[src/rtl/uart_pkg.sv]
`default_nettype none
// ============================================================================
//  Module      : uart_pkg
//  Description : Shared constants for the UART receive path: FSM state
//                encoding, parity mode codes and a ceil-log2 helper.
//  Revision    : 1.0 - initial release
// ============================================================================
package uart_pkg;

    // Receiver FSM states, 3-bit encoding
    localparam logic [2:0] ST_IDLE   = 3'd0;
    localparam logic [2:0] ST_START  = 3'd1;
    localparam logic [2:0] ST_DATA   = 3'd2;
    localparam logic [2:0] ST_PARITY = 3'd3;
    localparam logic [2:0] ST_STOP   = 3'd4;

    // Parity mode codes for PARITY_MODE
    localparam int PARITY_NONE = 0;
    localparam int PARITY_EVEN = 1;
    localparam int PARITY_ODD  = 2;

    // Ceiling log2, minimum result 0; used for counter widths
    function automatic int clog2(input int value);
        int result;
        result = 0;
        for (int i = value - 1; i > 0; i = i >> 1) begin
            result++;
        end
        return result;
    endfunction

endpackage
`default_nettype wire

[src/rtl/uart_rx_sync.sv]
`default_nettype none
// ============================================================================
//  Module      : uart_rx_sync
//  Description : Two-flop synchroniser for an asynchronous serial line.
//                Resets to 1 so an idle line never looks like a start edge.
//  Revision    : 1.0 - initial release
// ============================================================================
module uart_rx_sync
    import uart_pkg::*;
(
    input  logic iClk,
    input  logic iRst_n,
    input  logic iAsync,
    output logic oSync
);

    logic [1:0] r_sync;

    // Two-stage metastability filter, idle-high reset value
    always_ff @(posedge iClk or negedge iRst_n) begin
        if (!iRst_n) begin
            r_sync <= 2'b11;
        end else begin
            r_sync <= {r_sync[0], iAsync};
        end
    end

    assign oSync = r_sync[1];

endmodule
`default_nettype wire

[src/rtl/uart_rx_param.sv]
`default_nettype none
// ============================================================================
//  Module      : uart_rx_param
//  Description : Parametrised UART receiver driven by an oversample tick.
//                Configurable data width, oversampling, parity and stop
//                bits; start-glitch rejection; parity and framing errors.
//                Optional macro UART_RX_MAJORITY_EN: each bit decision is a
//                2-of-3 vote over the centre tick and the two ticks before.
//  Revision    : 1.0 - initial release
// ============================================================================
module uart_rx_param
    import uart_pkg::*;
#(
    parameter int DATA_BITS   = 8,
    parameter int OVERSAMPLE  = 16,
    parameter int PARITY_MODE = 0,
    parameter int STOP_BITS   = 1
) (
    input  logic                 iClk,
    input  logic                 iRst_n,
    input  logic                 iB_Tick,
    input  logic                 iRx,
    output logic [DATA_BITS-1:0] oRx_Data,
    output logic                 oRx_Valid,
    output logic                 oRx_Busy,
    output logic                 oParity_Err,
    output logic                 oFrame_Err
);

    localparam int c_CNT_W = clog2(OVERSAMPLE);
    localparam int c_BIT_W = clog2(DATA_BITS);
    localparam logic [c_CNT_W-1:0] c_CNT_MID  = c_CNT_W'(OVERSAMPLE / 2 - 1);
    localparam logic [c_CNT_W-1:0] c_CNT_LAST = c_CNT_W'(OVERSAMPLE - 1);
    localparam logic [c_BIT_W-1:0] c_BIT_LAST = c_BIT_W'(DATA_BITS - 1);

    logic                 w_rxS;
    logic                 r_rxPrev;
    logic [2:0]           r_state;
    logic [2:0]           w_stateNext;
    logic [c_CNT_W-1:0]   r_tickCnt;
    logic [c_BIT_W-1:0]   r_bitCnt;
    logic                 r_stopCnt;
    logic [DATA_BITS-1:0] r_shift;
    logic                 r_parErr;
    logic                 r_frmErr;
    logic                 w_bitVal;
    logic                 w_atMid;
    logic                 w_atCentre;
    logic                 w_stopLast;

    uart_rx_sync u_sync (
        .iClk   (iClk),
        .iRst_n (iRst_n),
        .iAsync (iRx),
        .oSync  (w_rxS)
    );

`ifdef UART_RX_MAJORITY_EN
    logic [1:0] r_hist;

    // Keep the two most recent tick samples for the 2-of-3 vote
    always_ff @(posedge iClk or negedge iRst_n) begin
        if (!iRst_n) begin
            r_hist <= 2'b11;
        end else if (iB_Tick) begin
            r_hist <= {r_hist[0], w_rxS};
        end
    end

    assign w_bitVal = (r_hist[1] & r_hist[0]) | (r_hist[1] & w_rxS) | (r_hist[0] & w_rxS);
`else
    assign w_bitVal = w_rxS;
`endif

    assign w_atMid    = iB_Tick && (r_tickCnt == c_CNT_MID);
    assign w_atCentre = iB_Tick && (r_tickCnt == c_CNT_LAST);
    assign w_stopLast = (STOP_BITS == 1) ? 1'b1 : r_stopCnt;
    assign oRx_Busy   = (r_state != ST_IDLE);

    // Next-state decode; transitions only on sample ticks or a start edge
    always_comb begin
        w_stateNext = r_state;
        case (r_state)
            ST_IDLE: begin
                if (r_rxPrev && !w_rxS) w_stateNext = ST_START;
            end
            ST_START: begin
                if (w_atMid) w_stateNext = w_bitVal ? ST_IDLE : ST_DATA;
            end
            ST_DATA: begin
                if (w_atCentre && (r_bitCnt == c_BIT_LAST))
                    w_stateNext = (PARITY_MODE != PARITY_NONE) ? ST_PARITY : ST_STOP;
            end
            ST_PARITY: begin
                if (w_atCentre) w_stateNext = ST_STOP;
            end
            ST_STOP: begin
                if (w_atCentre && w_stopLast) w_stateNext = ST_IDLE;
            end
            default: w_stateNext = ST_IDLE;
        endcase
    end

    // State register, counters, shift register and output registers
    always_ff @(posedge iClk or negedge iRst_n) begin
        if (!iRst_n) begin
            r_state     <= ST_IDLE;
            r_rxPrev    <= 1'b1;
            r_tickCnt   <= '0;
            r_bitCnt    <= '0;
            r_stopCnt   <= 1'b0;
            r_shift     <= '0;
            r_parErr    <= 1'b0;
            r_frmErr    <= 1'b0;
            oRx_Data    <= '0;
            oRx_Valid   <= 1'b0;
            oParity_Err <= 1'b0;
            oFrame_Err  <= 1'b0;
        end else begin
            r_state   <= w_stateNext;
            r_rxPrev  <= w_rxS;
            oRx_Valid <= 1'b0;

            // Tick counter restarts with every state so each phase is timed
            // from its own entry point.
            if (w_stateNext != r_state) begin
                r_tickCnt <= '0;
            end else if (iB_Tick) begin
                r_tickCnt <= (r_tickCnt == c_CNT_LAST) ? '0 : r_tickCnt + 1'b1;
            end

            case (r_state)
                ST_START: begin
                    r_bitCnt  <= '0;
                    r_stopCnt <= 1'b0;
                    r_parErr  <= 1'b0;
                    r_frmErr  <= 1'b0;
                end
                ST_DATA: begin
                    if (w_atCentre) begin
                        r_shift  <= {w_bitVal, r_shift[DATA_BITS-1:1]};
                        r_bitCnt <= r_bitCnt + 1'b1;
                    end
                end
                ST_PARITY: begin
                    if (w_atCentre)
                        r_parErr <= ((^r_shift) ^ w_bitVal) != (PARITY_MODE == PARITY_ODD);
                end
                ST_STOP: begin
                    if (w_atCentre) begin
                        r_stopCnt <= 1'b1;
                        if (!w_bitVal) r_frmErr <= 1'b1;
                        if (w_stopLast) begin
                            oRx_Valid   <= 1'b1;
                            oRx_Data    <= r_shift;
                            oParity_Err <= r_parErr;
                            oFrame_Err  <= r_frmErr | ~w_bitVal;
                        end
                    end
                end
                default: ;
            endcase
        end
    end

endmodule
`default_nettype wire

[config.mk]
export PLATFORM = sky130hd
export DESIGN_NAME = uart_rx_param
export DESIGN_NICKNAME = d
export VERILOG_FILES = /design/src/rtl/uart_pkg.sv /design/src/rtl/uart_rx_sync.sv /design/src/rtl/uart_rx_param.sv
export SDC_FILE = /design/constraint.sdc
export NUM_CORES = 1
export LEC_CHECK = 0
export ABC_AREA = 0
export BUFFER_PORTS_ARGS = -buffer_cell sky130_fd_sc_hd__buf_2
export CAP_MARGIN = 20
export CORE_AREA = 2 2 54 56
export CTS_CLUSTER_DIAMETER = 120
export DETAILED_ROUTE_END_ITERATION = 10
export DIE_AREA = 0 0 56 58
export PLACE_DENSITY = 0.77
export SLEW_MARGIN = 20
export SYNTH_ARGS = -nofsm -noshare
export SYNTH_HDL_FRONTEND = slang
export SYNTH_SLANG_ARGS = --single-unit
[constraint.sdc]
create_clock -name iClk -period 2.6 [get_ports iClk]
set_input_delay 0.52 -clock iClk [delete_from_list [all_inputs] [get_ports iClk]]
set_output_delay 0.52 -clock iClk [all_outputs]
set_load 0.05 [all_outputs]
Word level (Yosys, flattened, before mapping)
Index checks and enable logic that the tools add are counted.

Flip-flop bits (word level): 34. Input port bits: 4. Logic and storage cells: 65. Output and inout port bits: 12.

Add/subtract/negate cells: 2. Multiplexer cells: 19. Bitwise gates (word level): 3. Reductions and logical operators: 17. Eq/ne operators: 12.

Operators with widths (count): 3-bit 2-to-1 mux (6); 3-bit one-hot mux with 5 select lines (1); 4-bit 2-to-1 mux (3); 2-bit != test (second input constant) (4); 2-bit AND reduction (4); 2-bit nonzero test (4); 8-bit parity (1); 3-bit by 2-bit == test with 1-bit output (second input constant) (2); 3-bit == test (second input constant) (2); 3-bit one-hot mux with 2 select lines (1); 1-bit 2-to-1 mux (5); 4-bit by 1-bit adder with 4-bit output (second input constant) (1); 4-bit by 3-bit == test with 1-bit output (second input constant) (1); 4-bit == test (second input constant) (1); 1-bit logical AND (4); 1-bit one-hot mux with 2 select lines (2); 3-bit by 1-bit adder with 3-bit output (second input constant) (1); 3-bit by 1-bit == test with 1-bit output (second input constant) (1); 3-bit zero test (1); 3-bit != test (1); 3-bit AND reduction (1); 3-bit nonzero test (1); 2-bit 2-to-1 mux (1); 1-bit zero test (1); 3 further kinds (3).

Depth between registers and ports, before layout
Depth in word-level cells: 7. Mapped depth: 6. Mapped depth without buffers: 5.

Hierarchy
From an unflattened synthesis, not the netlist that was laid out.

Cell total of the unflattened synthesis: 127. Area, all modules: 1597.8 um2.

By module, submodules not included: uart_rx_param (sequential area each 802.0 um2, cells each 125, times used 1, area an instance 1545.2 um2); uart_rx_sync (sequential area each 52.6 um2, cells each 2, times used 1, area an instance 52.6 um2).

Worst setup path after synthesis
Ideal clock, no wire load.

Kind: input -> register. From: input port iB_Tick. To: register r_shift[0]. Slack: 0.855 ns. Library setup time: 0.125 ns. Cell stages on the path: 5. Arrival: 1.620 ns. Buffers on the path: 1. Required time: 2.475 ns. Cell sequence: buf_2 and4_4 nand2_4 nor3_4 mux2_2.

Word-level cells in the longest chain between the ends: 2.

Ends and longest elaborated chain: from (decl) (RTL line uart_rx_param.sv:21) `input logic iB_Tick,`; 1-bit logical AND (RTL line uart_rx_param.sv:76) `assign w_atCentre = iB_Tick && (r_tickCnt == c_CNT_LAST);`; 2-bit AND reduction (no source line); to (signal assigned) (RTL line uart_rx_param.sv:141) `r_shift <= {w_bitVal, r_shift[DATA_BITS-1:1]};`; to (decl) (RTL line uart_rx_param.sv:43) `logic [DATA_BITS-1:0] r_shift;`.

No other way between the ends. A chain may end at the register's enable or synchronous reset.

Worst setup path in the final report
From: register r_state[0]. To: output port oRx_Busy.

Word-level cells in the longest chain between the ends: 1.

Ends and longest elaborated chain: from (decl) (RTL line uart_rx_param.sv:38) `logic [2:0] r_state;`; from (signal assigned) (RTL line uart_rx_param.sv:120) `r_state <= w_stateNext;`; 3-bit nonzero test (RTL line uart_rx_param.sv:78) `assign oRx_Busy = (r_state != ST_IDLE);`; to (decl) (RTL line uart_rx_param.sv:25) `output logic oRx_Busy,`.

No other way between the ends.

==> impl_metrics.py <==
metrics = {
    "status": {
        "status": "completed",
    },
    "synth": {
        "synth_area_mm2": 0.001559,
        "synth_area_leaders": "dfrtp_1, mux2_2, dfstp_2",
        "synthCells": 127,
        "synth_ff_type": "dfrtp_1",
        "synth-simple-area-share_pct": 11.40,
        "yosys_warnings": 0,
        "yosysTopAreaCell": "dfrtp_1",
        "synth_nets": 134,
        "synth_edf_count": 0,
        "ys_ff_latch": 34,
        "synthArstFlopShare_pct": 100.0,
        "synth_fa_ha_area_share_pct": 2.408,
        "synth_mux_area_share_pct": 13.64,
        "synth_commonest_cells": "dfrtp_1, mux2_2, nor2_1",
        "synth_compound_area_share_pct": 9.310,
        "synth_top_family_by_area": "multiplexers",
        "synth_cell_types": 33,
        "synth.most_common_cell": "dfrtp_1",
        "yosysSeqAreaShare_pct": 54.82,
        "avgSynthCellArea_um2": 12.28,
        "netlist.area_leader.share_pct": 49.76,
        "synthXorXnorAreaFrac_pct": 5.939,
    },
    "timing": {
        "period_minus_slack_ns": 2.068,
        "slew_viol_final": 0,
        "worst_pin_slew_ns": 0.7323,
        "finalClockSkew_ns": 0.008448,
        "fin_ws_ns": 0.5320,
        "hold_viol": 0,
        "slew_headroom_pct": 51.18,
        "setup_tns_ns": 0,
        "setup_violations": 0,
        "fin_crit_sh_pct": 79.54,
        "fmax_mhz": 483.6,
        "whs_ns": 0.2335,
        "rsz0062_at_grt": "no",
    },
    "die": {
        "boundaryPins": 16,
        "die_y_um": 58,
        "initial_core_util_pct": 58.55,
        "rows": 19,
        "core_region_area_mm2": 0.002663,
        "dieArea_mm2": 0.003248,
        "die_w_um": 56,
    },
    "global_routing": {
        "antenna_found_initial": 0,
        "grt.total_usage_pct": 18.31,
        "grt.overflow.total": 0,
        "grt_max_degree": 35,
        "grt_pass1_vias": 1023,
        "grt_pass1_wl_mm": 4.436,
    },
    "cts": {
        "clock_path_buffers": 2,
        "cts.clk_slew.worst_paths_ns": 0.10,
        "cts.repair.resized": 0,
        "post-cts-setup-buffers": 0,
        "cts_tree": "built",
        "cts_buffers": 5,
        "clock-sinks": 34,
        "hold_buffers": 0,
        "clock_latency_ns": 0.33,
        "clockRootBuffer": "clkbuf_4",
        "htree_num_levels": 2,
    },
    "worst_setup_path": {
        "r2r-start": "r_tickCnt[0]",
        "worstRegToRegCells": 4,
        "cp-start-kind": "register",
        "reg2reg_to": "oRx_Data[7]",
        "critPathArrivalTime_ns": 1.55,
        "critPathCaptureType": "primary output",
        "reg2reg_slack_ns": 0.63,
        "critPathKind": "register to primary output",
        "critPathRequiredTime_ns": 2.08,
        "path_max_fanout": 15,
    },
    "drt": {
        "viasPerCell": 5.839,
        "wire_per_inst_um": 14.93,
        "vias": 1016,
        "ant_nets": 0,
        "drc_errors": 0,
        "first_pass_iters": 4,
        "first_iter_violations": 16,
        "drt_wl_total_mm": 2.598,
    },
    "placed_design": {
        "dp_hpwl_mm": 1.825,
        "place_area_mm2": 0.001645,
        "dp_slack_ns": 0.6090,
        "io_buffers": 15,
        "place_inst": 167,
        "routabilityCongestion": 0.7905,
    },
    "finish": {
        "final_cells": 174,
        "final_nets": 150,
        "antenna-diode-count": 0,
        "fillers": 210,
        "drive_gt1_share_pct": 32.87,
        "area_growth_pct": 10.75,
        "multi_input_area_um2": 665.6,
        "final-seq-area_um2": 854.6,
        "fin_area_mm2": 0.001727,
    },
    "job": {
        "cap_violations": 0,
    },
    "pwr": {
        "powerDensity_mw_per_mm2": 760.3,
        "p_leak_nw": 0.8856,
        "ir_drop_mv": 0.5735,
    },
    "worst_hold_path": {
        "hp-class": "input pin to async pin",
    },
}
==> sequential cells by signal, summed over array words and instances (netlist names) <==
signal,count
r_shift,8
r_frmErr,1
r_bitCnt,3
oRx_Data,8
oFrame_Err,1
r_parErr,1
r_tickCnt,4
oParity_Err,1
r_state,3
r_rxPrev,1
u_sync.r_sync,2
oRx_Valid,1
==> how the worst max path moves through the flow <==
stage,from,to,slack (ns),cells after the start
6_report,r_state[0],oRx_Busy,0.53,3
5_1_grt,r_state[0],oRx_Busy,0.41,3
4_1_cts,r_state[0],oRx_Busy,0.53,3
3_5_place_dp,iB_Tick,oParity_Err,0.61,4
3_3_place_gp,iB_Tick,oRx_Data[6],0.66,4
2_1_floorplan,iB_Tick,r_shift[0],0.86,5
==> layout make-up <==
| cell class | instances | share of cell area (%) |
|---|---|---|
| sequential | 34 | 49.49 |
| multi-input combinational | 84 | 38.55 |
| timing repair buffer | 15 | 4.348 |
| clock buffer | 6 | 2.971 |
| tap | 31 | 2.246 |
| clock inverter | 1 | 1.739 |
| inverter | 3 | 0.6522 |
==> metal layers <==
layer	GRT usage, %	routed length (µm)	up-vias
met2	29.58	1286	27
li1	-	-	489
met5	0	0	-
met1	22.56	1161	495
met4	8.503	38	0
met3	6.027	112	5
==> kinds of logic after synthesis <==
family / Yosys count
compound gates: 21
simple gates: 32
xor+xnor: 9
buf+inv: 9
flops: 34
fa+ha+maj: 3
mux: 19
==> cells in the final DEF, fill, tap and decap left out, types with 2 or more instances in the layout <==
master,instances
a21oi_1,4
o21ai_0,4
mux2_2,18
clkbuf_4,5
dfstp_2,3
dfrtp_1,31
xnor2_1,5
buf_2,15
nor3_1,5
nand3_1,4
o22ai_1,2
nor2_1,9
inv_1,3
nand4_1,2
nand2_1,5
ha_1,3
a22o_1,5
xor2_1,3
==> metrics by stage <==
| stage | utilization [%] | total power [mW] |
|---|---|---|
| detailed placement | 61.80 | 0.9341 |
| global route | 64.85 | 1.396 |
| finish | 64.85 | 1.313 |
| global placement | 61.80 | 0.9195 |
| CTS | 64.85 | 1.323 |
| floorplan | - | 0.8702 |
==> where the power goes <==
group | internal [mW] | switching (mW) | leakage, nW | total (mW)
Clock | 0.224 | 0.167 | 0.0443 | 0.391
Combinational | 0.0972 | 0.132 | 0.390 | 0.229
Sequential | 0.579 | 0.114 | 0.451 | 0.693
==> critical path, stage by stage (launching register included) <==
cell and delay, ns:
dfrtp_1 0.66, nor2_1 0.19, nand2_1 0.11, buf_2 0.26
Note: power is estimated with default switching activity, not from simulation.
